## src/rtl/fptd_razor_ctrl.sv

```systemverilog
// Iteration sequencer and Razor error-recovery controller for a chain of
// FPTD decoder sections. Drives the shared Enable for a programmed number of
// error-free iterations. When any section flags a Razor error, it stalls
// the chain for REPLAY cycles and routes the latched flags to neighbouring
// sections so they reload their shadow values. The failed iteration is then
// replayed. A frame aborts with Fail once ERR_MAX errors have been seen.
module fptd_razor_ctrl #(
  parameter int NSEC    = 8,
  parameter int REPLAY  = 2,
  parameter int ERR_MAX = 100
) (
  input  logic            Clock,
  input  logic            Reset,
  input  logic            Start,
  input  logic [7:0]      NumIter,
  input  logic [NSEC-1:0] Error_current_Alpha,
  input  logic [NSEC-1:0] Error_current_Beta,
  input  logic [NSEC-1:0] Error_current_be1,
  output logic            Enable,
  output logic [NSEC-1:0] Error_previous_Alpha,
  output logic [NSEC-1:0] Error_previous_Beta,
  output logic [NSEC-1:0] Error_previous_be1,
  output logic            Busy,
  output logic            Done,
  output logic            Fail,
  output logic [7:0]      IterCount,
  output logic [15:0]     ErrCount
);

  localparam int RW = (REPLAY > 1) ? $clog2(REPLAY) : 1;

  typedef enum logic [1:0] {
    ST_IDLE,
    ST_RUN,
    ST_RECOVER,
    ST_DONE
  } state_t;

  state_t          state, state_next;
  logic [7:0]      num_iter_q, num_iter_next;
  logic [RW-1:0]   replay_cnt, replay_cnt_next;
  logic [7:0]      iter_next;
  logic [15:0]     err_cnt_next;
  logic [15:0]     err_cnt_inc;
  logic            fail_next;
  logic [NSEC-1:0] prev_a_next, prev_b_next, prev_e_next;
  logic            any_err;

  assign any_err     = |{Error_current_Alpha, Error_current_Beta, Error_current_be1};
  assign err_cnt_inc = (ErrCount == 16'hFFFF) ? ErrCount : ErrCount + 16'd1;

  // Next-state and next-value logic for the sequencer and all its counters
  always_comb begin
    state_next      = state;
    num_iter_next   = num_iter_q;
    replay_cnt_next = replay_cnt;
    iter_next       = IterCount;
    err_cnt_next    = ErrCount;
    fail_next       = Fail;
    prev_a_next     = '0;
    prev_b_next     = '0;
    prev_e_next     = '0;

    case (state)
      ST_IDLE: begin
        if (Start) begin
          num_iter_next = (NumIter == 8'd0) ? 8'd1 : NumIter;
          iter_next     = 8'd0;
          err_cnt_next  = 16'd0;
          fail_next     = 1'b0;
          state_next    = ST_RUN;
        end
      end

      ST_RUN: begin
        if (!any_err) begin
          iter_next = IterCount + 8'd1;
          if (iter_next == num_iter_q) state_next = ST_DONE;
        end else begin
          err_cnt_next = err_cnt_inc;
          if (32'(err_cnt_inc) >= 32'(ERR_MAX)) begin
            fail_next  = 1'b1;
            state_next = ST_DONE;
          end else begin
            // Alpha recursion runs forward, beta backward, be1 stays local
            prev_a_next     = {Error_current_Alpha[NSEC-2:0], 1'b0};
            prev_b_next     = {1'b0, Error_current_Beta[NSEC-1:1]};
            prev_e_next     = Error_current_be1;
            replay_cnt_next = RW'(REPLAY - 1);
            state_next      = ST_RECOVER;
          end
        end
      end

      ST_RECOVER: begin
        if (replay_cnt == '0) begin
          state_next = ST_RUN;
        end else begin
          replay_cnt_next = replay_cnt - RW'(1);
          prev_a_next     = Error_previous_Alpha;
          prev_b_next     = Error_previous_Beta;
          prev_e_next     = Error_previous_be1;
        end
      end

      ST_DONE: begin
        state_next = ST_IDLE;
      end

      default: begin
        state_next = ST_IDLE;
      end
    endcase
  end

  // State, counters and every output are registered so the section array sees clean levels
  always_ff @(posedge Clock or posedge Reset) begin
    if (Reset) begin
      state                <= ST_IDLE;
      num_iter_q           <= 8'd1;
      replay_cnt           <= '0;
      IterCount            <= 8'd0;
      ErrCount             <= 16'd0;
      Fail                 <= 1'b0;
      Enable               <= 1'b0;
      Busy                 <= 1'b0;
      Done                 <= 1'b0;
      Error_previous_Alpha <= '0;
      Error_previous_Beta  <= '0;
      Error_previous_be1   <= '0;
    end else begin
      state                <= state_next;
      num_iter_q           <= num_iter_next;
      replay_cnt           <= replay_cnt_next;
      IterCount            <= iter_next;
      ErrCount             <= err_cnt_next;
      Fail                 <= fail_next;
      Enable               <= (state_next == ST_RUN);
      Busy                 <= (state_next == ST_RUN) || (state_next == ST_RECOVER);
      Done                 <= (state_next == ST_DONE);
      Error_previous_Alpha <= prev_a_next;
      Error_previous_Beta  <= prev_b_next;
      Error_previous_be1   <= prev_e_next;
    end
  end

endmodule

```

## config.mk

```make
export PLATFORM = sky130hd
export DESIGN_NAME = fptd_razor_ctrl
export DESIGN_NICKNAME = d
export VERILOG_FILES = /design/src/rtl/fptd_razor_ctrl.sv
export SDC_FILE = /design/constraint.sdc
export NUM_CORES = 1
export LEC_CHECK = 0
export CORE_MARGIN = 5
export CORE_UTILIZATION = 45
export DETAILED_ROUTE_END_ITERATION = 12
export PLACE_DENSITY = 0.81
export REMOVE_ABC_BUFFERS = 1
export SKIP_CTS_REPAIR_TIMING = 1
export SLEW_MARGIN = 20
export SYNTH_ARGS = -nofsm -noshare
export SYNTH_HDL_FRONTEND = slang
export SYNTH_SLANG_ARGS = --single-unit
export TNS_END_PERCENT = 10
```

## constraint.sdc

```tcl
create_clock -name Clock -period 4.6 [get_ports Clock]
set_input_delay 0.69 -clock Clock [delete_from_list [all_inputs] [get_ports Clock]]
set_output_delay 0.69 -clock Clock [all_outputs]
set_load 0.05 [all_outputs]
```

==> flow_summary.json <==
{
  "maxClockFrequency_mhz": 345,
  "synthTopCellsByArea": "dfrtp_1 46%, a22o_2 6.4%, o21ai_0 4.4%, nand2_1 3.5%, nand3_1 3.2%",
  "max_slew_headroom_pct": 30.7,
  "worstSkewPairLatency_ps": 340,
  "drt_iter0_drc": 171,
  "number_of_placement_rows": 31,
  "netlist_instances": 338,
  "vias_in_the_first_global_route": 2872,
  "port_buffers": 84,
  "vdd.ir_drop.worst_uv": 188,
  "cp_data_arrival_time_ps": 3190,
  "die_w_um": 95.6,
  "post-route-util_pct": 61.7,
  "final_layout_size_suffix_gt1_share_pct": 13.5,
  "grt_overflow_total": 0,
  "grt_start_max_net_pins": 32,
  "leakage_nw": 1.92,
  "drt_pass1_iterations": 4,
  "outcome": "complete, no violations",
  "post_synth_num_cell_types": 57,
  "worst_path_required_time_ps": 4880,
  "final_worst_path_cycle_share_pct": 63.1,
  "leading_cell_type_in_the_layout_fill_and_taps_excluded": "clkdlybuf4s50_1",
  "asyncSetResetFlopFracSynth_pct": 100,
  "clkTransAtPathRegs_ps": 70,
  "critical_path.cell_chain": "ha_1, and3_1, nand3_4, a2111oi_0, o211ai_1, nor4b_4, clkbuf_8, a22o_2",
  "drt-vias-per-instance": 5.82,
  "cts.sink_count": 61,
  "cts-root-to-sink-buffers": 2,
  "period_minus_slack_ps": 2900,
  "cts_inserted_buffers": 9,
  "grt_use_total_pct": 19.5,
  "p_per_area_mw_per_mm2": 482,
  "fin_setup_tns_ps": 0,
  "fillCellCount": 627,
  "ctsRootBufferMaster": "clkbuf_8",
  "cell_count_post_placement": 505,
  "tritoncts_clock_tree": "yes",
  "drcViolationCount": 0,
  "maxCapViolations": 0,
  "gpl.final_weighted_congestion": 0.844,
  "timing_max_transition_violations_final": 0,
  "final_net_count": 457,
  "critical_path_class": "reg -> reg",
  "clock_tree.htree_level_count": 3,
  "crit_path_end_kind": "register",
  "final_hold_viol_count": 0,
  "critical_path.n_buffers_inverters": 1,
  "cpPeakStageDelay_ps": 490,
  "yosysTopAreaCellShare_pct": 45.5,
  "syn_to_final_growth_pct": 34.8,
  "hpwlAfterDp_um": 6230,
  "postSynthAreaPerCell_sq_um": 9.76,
  "postLayoutSetupSlackWorst_ps": 1700,
  "rsz0062_at_grt": "no",
  "synth_seq_area_share_pct": 46.3,
  "synth_largest_area_cell": "dfrtp_1",
  "num_io_pins": 87,
  "slowest_stage": "dfrtp_1",
  "post_synth_instance_area_sq_mm": 0.00330,
  "worstPathMaxFanout": 17,
  "synth_edf_count": 0,
  "skew_ps": 8.30,
  "grt_pass1_wl_um": 13700,
  "route.vias.total": 3031,
  "layout.cells.most_common_list": "84 x clkdlybuf4s50_1, 60 x dfrtp_1, 31 x nand2_1, 29 x o21ai_0, 28 x nor2_1",
  "cpLargestDelayFamily": "simple AND/OR/NAND/NOR gates",
  "wl_um": 8810,
  "chipHeight_um": 95.6,
  "yosysWarningCount": 0,
  "postSynthRegisterBits": 61,
  "ant_nets": 0,
  "critical_path.startpoint_type": "register",
  "die-area_sq_mm": 0.00914,
  "worstMarginPinSlew_ps": 1040,
  "antenna-diode-count": 0,
  "initial_util_pct": 45.7,
  "timing.hold.ws_ps": 489,
  "place_worst_setup_slack_ps": 1410,
  "synth_ff_type": "dfrtp_1",
  "core_area_sq_mm": 0.00721,
  "instances_no_fill": 521,
  "grt_antenna_before_repair": 0,
  "detail_route.wl_per_cell_um": 16.9,
  "setup_violations_final": 0,
  "worstHoldPathType": "reg -> reg"
}
## routing by layer
metal / GRT usage, % / part of all wire (%) / up-vias
met1: 24.9 / 44 / 1452
li1: - / - / 1413
met5: 0 / 0 / -
met2: 30.5 / 47 / 151
met3: 5.45 / 7.9 / 15
met4: 8.77 / 1.5 / 0
## cell type report
| type | instances | area, sq um | share of cell area, % |
|---|---|---|---|
| Sequential cell | 61 | 1530 | 34.3 |
| Clock inverter | 4 | 95.1 | 2.14 |
| Multi-Input combinational cell | 252 | 1650 | 37.1 |
| Timing Repair Buffer | 88 | 877 | 19.7 |
| Tap cell | 99 | 124 | 2.78 |
| Clock buffer | 11 | 151 | 3.40 |
| Inverter | 6 | 22.5 | 0.506 |
## path summary, 6_finish.rpt
| path | startpoint | end | slack, ps | cells after the start |
|---|---|---|---|---|
| max | ErrCount[0] | Error_previous_be1[6] | 1700 | 8 |
| min | replay_cnt | replay_cnt | 490 | 1 |
| max reg2reg | ErrCount[0] | Error_previous_be1[6] | 1700 | 8 |
| min reg2reg | replay_cnt | replay_cnt | 490 | 1 |
| max in group asynchronous | Reset | num_iter_q[0] | 2950 | 3 |
| min in group asynchronous | Reset | ErrCount[0] | 760 | 2 |
## sequential cells by signal, summed over array words and instances (netlist names)
signal	count
Busy	1
Done	1
Enable	1
ErrCount	16
Error_previous_Alpha	7
Error_previous_Beta	7
Error_previous_be1	8
Fail	1
IterCount	8
num_iter_q	8
replay_cnt	1
state	2
## cells in the mapped netlist, types with 2 or more instances
cell	count
a22o_2	21
a2111oi_0	2
a21oi_1	14
xnor2_1	8
mux2i_1	4
nor2_1	28
o21ai_0	29
inv_1	6
ha_1	4
a311o_1	2
nand3_1	21
nor4_1	10
a31o_2	2
and3_2	3
nor3b_1	2
a31oi_1	5
nor2b_1	5
o31ai_1	5
dfrtp_1	60
nor3_1	5
nand4_1	6
nand2_1	31
buf_4	2
a311oi_1	3
clkbuf_1	12
buf_6	2
buf_2	3
nand2b_1	8
and3_1	6
or3_1	2
## worst register-to-register path: stages (launching register included)
cell and delay (ps):
dfrtp_1 490, ha_1 320, and3_1 310, nand3_4 120, a2111oi_0 420, o211ai_1 240, nor4b_4 470, clkbuf_8 300
a22o_2 170
## cells by family after synthesis
| kind of cell | Yosys count | synth area share [%] |
|---|---|---|
| and+or+nand+nor | 136 | 22.5 |
| AOI/OAI and AO/OA | 97 | 22.1 |
| DFF | 61 | 46.3 |
| buffers and inverters | 26 | 3.79 |
| xor gates and xnor gates | 9 | 2.39 |
| adders and majority gates | 4 | 1.52 |
| muxes | 4 | 1.21 |
| other | 1 | 0.114 |
## power by group
| part | leakage (nW) | internal (mW) | switching (mW) | total (mW) |
|---|---|---|---|---|
| registers | 0.824 | 0.644 | 0.0808 | 0.725 |
| logic | 0.972 | 0.310 | 0.514 | 0.824 |
| clock network | 0.125 | 0.386 | 0.207 | 0.593 |
## metrics by stage
stage               total power, mW  area (sq um)
floorplan                      1.27          3200
global placement               1.52          4190
detailed placement             1.54          4190
CTS                            2.14          4430
global route                   2.25          4450
finish                         2.14          4450
Note: power is estimated with default switching activity, not from simulation.
